File: src/rtl/alu_issue_seq.sv
// Issue/writeback sequencer in front of a clocked ALU. Each instruction runs
// IDLE -> ISSUE -> WB with operands read at accept and the result written back at the WB edge.
module alu_issue_seq #(
   parameter int DATA_W = 8,
   parameter int REG_AW = 2,
   parameter int OPC_W  = 4
) (
   input  logic                          clk,
   input  logic                          rst_n,
   input  logic                          in_valid,
   output logic                          in_ready,
   input  logic [OPC_W+3*REG_AW+DATA_W+1:0] in_instr,
   output logic [DATA_W-1:0]             alu_a,
   output logic [DATA_W-1:0]             alu_b,
   output logic [OPC_W-1:0]              alu_opcode,
   input  logic [DATA_W-1:0]             alu_op,
   input  logic                          alu_carry,
   input  logic                          alu_zero,
   output logic                          done,
   output logic [DATA_W-1:0]             result,
   output logic                          carry_flag,
   output logic                          zero_flag,
   input  logic [REG_AW-1:0]             dbg_sel,
   output logic [DATA_W-1:0]             dbg_data
);
   localparam int NREG    = 2 ** REG_AW;
   localparam int WB_BIT  = DATA_W;
   localparam int IMM_BIT = DATA_W + 1;
   localparam int RSB_LSB = DATA_W + 2;
   localparam int RSA_LSB = RSB_LSB + REG_AW;
   localparam int RD_LSB  = RSA_LSB + REG_AW;
   localparam int OPC_LSB = RD_LSB + REG_AW;

   typedef enum logic [1:0] {IDLE, ISSUE, WB} state_t;

   state_t                        state_q, state_d;
   logic [NREG-1:0][DATA_W-1:0]   rf_q, rf_d;
   logic [DATA_W-1:0]             alu_a_q, alu_a_d, alu_b_q, alu_b_d;
   logic [OPC_W-1:0]              opc_q, opc_d;
   logic [REG_AW-1:0]             rd_q, rd_d;
   logic                          wb_en_q, wb_en_d;
   logic                          done_q, done_d;
   logic [DATA_W-1:0]             result_q, result_d;
   logic                          carry_q, carry_d, zero_q, zero_d;

   logic [OPC_W-1:0]              f_opc;
   logic [REG_AW-1:0]             f_rd, f_rsa, f_rsb;
   logic                          f_imm_sel, f_wb_en;
   logic [DATA_W-1:0]             f_imm;

   assign f_opc     = in_instr[OPC_LSB +: OPC_W];
   assign f_rd      = in_instr[RD_LSB  +: REG_AW];
   assign f_rsa     = in_instr[RSA_LSB +: REG_AW];
   assign f_rsb     = in_instr[RSB_LSB +: REG_AW];
   assign f_imm_sel = in_instr[IMM_BIT];
   assign f_wb_en   = in_instr[WB_BIT];
   assign f_imm     = in_instr[DATA_W-1:0];

   always_comb begin
      state_d  = state_q;
      rf_d     = rf_q;
      alu_a_d  = alu_a_q;
      alu_b_d  = alu_b_q;
      opc_d    = opc_q;
      rd_d     = rd_q;
      wb_en_d  = wb_en_q;
      done_d   = 1'b0;
      result_d = result_q;
      carry_d  = carry_q;
      zero_d   = zero_q;
      case (state_q)
         IDLE: begin
            if (in_valid) begin
               alu_a_d = rf_q[f_rsa];
               alu_b_d = f_imm_sel ? f_imm : rf_q[f_rsb];
               opc_d   = f_opc;
               rd_d    = f_rd;
               wb_en_d = f_wb_en;
               state_d = ISSUE;
            end
         end
         ISSUE: state_d = WB;
         WB: begin
            // alu_op holds the result the ALU registered at the end of ISSUE
            if (wb_en_q) rf_d[rd_q] = alu_op;
            result_d = alu_op;
            carry_d  = alu_carry;
            zero_d   = alu_zero;
            done_d   = 1'b1;
            state_d  = IDLE;
         end
         default: state_d = IDLE;
      endcase
   end

   always_ff @(posedge clk or negedge rst_n) begin
      if (!rst_n) begin
         state_q  <= IDLE;
         rf_q     <= '0;
         alu_a_q  <= '0;
         alu_b_q  <= '0;
         opc_q    <= '0;
         rd_q     <= '0;
         wb_en_q  <= 1'b0;
         done_q   <= 1'b0;
         result_q <= '0;
         carry_q  <= 1'b0;
         zero_q   <= 1'b0;
      end else begin
         state_q  <= state_d;
         rf_q     <= rf_d;
         alu_a_q  <= alu_a_d;
         alu_b_q  <= alu_b_d;
         opc_q    <= opc_d;
         rd_q     <= rd_d;
         wb_en_q  <= wb_en_d;
         done_q   <= done_d;
         result_q <= result_d;
         carry_q  <= carry_d;
         zero_q   <= zero_d;
      end
   end

   assign in_ready   = (state_q == IDLE);
   assign alu_a      = alu_a_q;
   assign alu_b      = alu_b_q;
   assign alu_opcode = opc_q;
   assign done       = done_q;
   assign result     = result_q;
   assign carry_flag = carry_q;
   assign zero_flag  = zero_q;
   assign dbg_data   = rf_q[dbg_sel];
endmodule

File: config.mk
export PLATFORM = sky130hd
export DESIGN_NAME = alu_issue_seq
export DESIGN_NICKNAME = d
export VERILOG_FILES = /design/src/rtl/alu_issue_seq.sv
export SDC_FILE = /design/constraint.sdc
export NUM_CORES = 1
export LEC_CHECK = 0
export BUFFER_PORTS_ARGS = -buffer_cell sky130_fd_sc_hd__buf_2
export CAP_MARGIN = 20
export CORE_ASPECT_RATIO = 1.25
export CORE_UTILIZATION = 45
export CTS_CLUSTER_DIAMETER = 120
export DETAILED_ROUTE_END_ITERATION = 7
export GPL_TIMING_DRIVEN = 0
export PLACE_DENSITY = 0.69
export SYNTH_ARGS = -nofsm -noshare
export SYNTH_HDL_FRONTEND = slang
export SYNTH_SLANG_ARGS = --single-unit
File: constraint.sdc
create_clock -name clk -period 1.6 [get_ports clk]
set_input_delay 0.16 -clock clk [delete_from_list [all_inputs] [get_ports clk]]
set_output_delay 0.16 -clock clk [all_outputs]
set_load 0.1 [all_outputs]
==> flow_summary.toml <==
[cells_and_area]
n_antenna_cell = 0
syn_to_final_growth_pct = 33.5
layout-drive-gt1-share_pct = 59.9
nets = 357
stdcell_area_mm2 = 0.00426

[logic_synthesis]
synth_cell_types = 18
synth-seq-area-share_pct = 53.3
synthArstFlopShare_pct = 100
yosysMostFrequentCell = "dfrtp_1"
synth-seq-cells = 68
ys_warn_count = 0
synthTopCellsByCount = "68 x dfrtp_1, 47 x mux2_2, 30 x nand2_1, 24 x mux4_2, 9 x nor2_1"
synth_edf_count = 0
synth_top_area_cell = "dfrtp_1"
syn-num-nets = 250
netlist_instances = 215
synth_flop_cell = "dfrtp_1"
syn_area_per_cell_um2 = 14.9
synth_area_leaders = "dfrtp_1 53%, mux4_2 17%, mux2_2 17%, nand2_1 3.5%, mux2i_1 2.5%"
synth_top_cell_area_share_pct = 53.3
synth_area_mm2 = 0.00319

[timing]
final_max_slew_viol_count = 0
finalSetupViolations = 3
tightest_slew_ns = 0.845
rsz0062_at_grt = "yes"
layout_min_cycle_time_ns = 1.62
fin_skew_ns = 0.00600
slew-limit-headroom_pct = 43.7
finalSetupTns_ns = -0.0414
fin_crit_sh_pct = 101
max_freq_mhz = 618
hold_violations = 0
fin_ws_ns = -0.0175

[global_route]
grt_use_total_pct = 21.6
grt_first_pass_wirelength_mm = 11.5
grt_pass1_vias = 2173
grt_max_degree = 69
antenna_found_initial = 0
grt_overflow = 0

[hold_path]
hp-class = "input pin to register"
worstHoldStart = "alu_zero"

[clocking]
cts_sinks = 68
cts_buffers = 9
cts_buffer_depth = 2
cts-htree-levels = 3
cts_root_buffer = "clkbuf_8"
clk_pin_slew_ns = 0.07
cts_tree = "built"
insertion_delay_ns = 0.34

[drt]
route.vias.total = 2219
dr.pass1.iters = 4
ant_nets = 0
drc = 0
wire_per_inst_um = 18.0
drt_iter0_markers = 106
routed_wl_mm = 7.47
via_per_inst = 5.36

[critical_path]
critPathMaxFanout = 2
cp-end-kind = "output pin"
crit_path_start = "rf_q[25]$_DFFE_PN0P_"
timing.rr.start = "state_q[0]$_DFFE_PN0P_"
crit_arrival_ns = 1.46
r2r_slack_ns = 0
required_ns = 1.44
cp-start-kind = "register"
crit_type = "register to output pin"

[placement]
routabilityCongestion = 0.790
hpwl_mm = 4.75
postPlaceCellArea_mm2 = 0.00364
numPortBuffers = 67

[floorplan]
core_mm2 = 0.00669
io_pins = 75
die_h_um = 96.2
rows = 33
die_w_um = 77.3
initial_core_util_pct = 47.7
die_area_mm2 = 0.00744

[run]
drv_cap = 0

[run_status]
failed_checks = "setup timing"
outcome = "finished, violations left"
cell usage in the layout (no fill, tap or decap):
cell type | Yosys | routed
mux2i_1 | 8 | 8
and2b_1 | 1 | 1
clkinv_2 | 0 | 3
clkbuf_1 | 4 | 4
nand2b_4 | 1 | 1
nand4_4 | 0 | 1
nor2_2 | 0 | 1
nor4b_4 | 1 | 1
clkbuf_2 | 0 | 1
dfrtp_1 | 68 | 67
nor3b_4 | 0 | 1
bufinv_16 | 0 | 2
mux2_4 | 0 | 8
mux4_2 | 24 | 24
buf_1 | 3 | 3
nand4b_4 | 0 | 1
and4b_1 | 1 | 1
mux2_2 | 47 | 39
buf_4 | 0 | 29
clkbuf_4 | 0 | 1
buf_12 | 0 | 6
nand2_1 | 30 | 30
buf_8 | 0 | 1
inv_6 | 0 | 1
a21oi_1 | 8 | 8
dfrtp_2 | 0 | 1
buf_2 | 6 | 61
clkbuf_8 | 0 | 10
buf_6 | 0 | 3
dlygate4sd3_1 | 0 | 1
nor2_1 | 9 | 8
layer usage:
| layer | global-route usage, % | wire, µm | vias to the layer above | part of all wire [%] |
|---|---|---|---|---|
| met5 | 0 | 0 | - | 0 |
| met4 | 9.43 | 130 | 0 | 1.7 |
| met3 | 4.55 | 326 | 9 | 4.4 |
| met2 | 38.6 | 4020 | 68 | 54 |
| met1 | 25.2 | 2990 | 1136 | 40 |
| li1 | - | - | 1006 | - |
registers in the layout, indices dropped and copies added, names as in the netlist:
signal      flops
alu_a           8
alu_b           8
alu_opcode      4
carry_flag      1
done            1
rd_q            2
result          8
rf_q           32
state_q         2
wb_en_q         1
zero_flag       1
area by class of cell:
cell class,count,area [µm²]
buffer,13,68.8
clock buffer,11,141
clock inverter,5,75.1
fill,514,2430
inverter,1,8.76
multi-input combinational,133,1490
sequential,68,1700
tap,87,109
timing repair buffer,96,668
final timing paths:
| path | end | depth (start not counted) |
|---|---|---|
| min reg2reg | result[0]$_DFFE_PN0N_ | 2 |
| max | dbg_data[1] | 2 |
| max reg2reg | rf_q[20]$_DFFE_PN0P_ | 5 |
| min in group asynchronous | done$_DFF_PN0_ | 2 |
| max in group asynchronous | state_q[0]$_DFFE_PN0P_ | 2 |
| min | zero_flag$_DFFE_PN0N_ | 3 |
critical path, stage by stage (launching register included):
cell,delay [ns]
dfrtp_1,0.40
mux4_2,0.53
buf_12,0.19
per-stage QoR:
step / util [%] / worst slack (ns) / cells / hold WS, ns
after floorplan: - / 0.0872 / 215 / -0.136
after global placement: 54.4 / -0.189 / 369 / 0.354
after detailed placement: 54.5 / -0.185 / 369 / 0.323
after CTS: 61.3 / -0.0108 / 403 / 0.00962
after global routing: 63.7 / -0.0491 / 414 / 0.0141
final: 63.7 / -0.0175 / 414 / 0.0146
logic make-up (layout without fill, tap and decap cells):
group	Yosys count	after routing	synth area share, %
compound gates	8	8	1.25
flops	68	68	53.3
mux	79	79	36.0
simple gates	46	46	7.56
buf+inv	14	126	1.88
what timing repair did:
item                       CTS  global route
hold buffers                 1             0
buffers inserted            17            11
setup endpoints to repair   35            45
resized for setup           26            21
pin swaps                    1             0
hold endpoints to repair    68             0
Power is not shown: default switching activity piles up to over one toggle a cycle in this logic, so the estimate is an artifact.
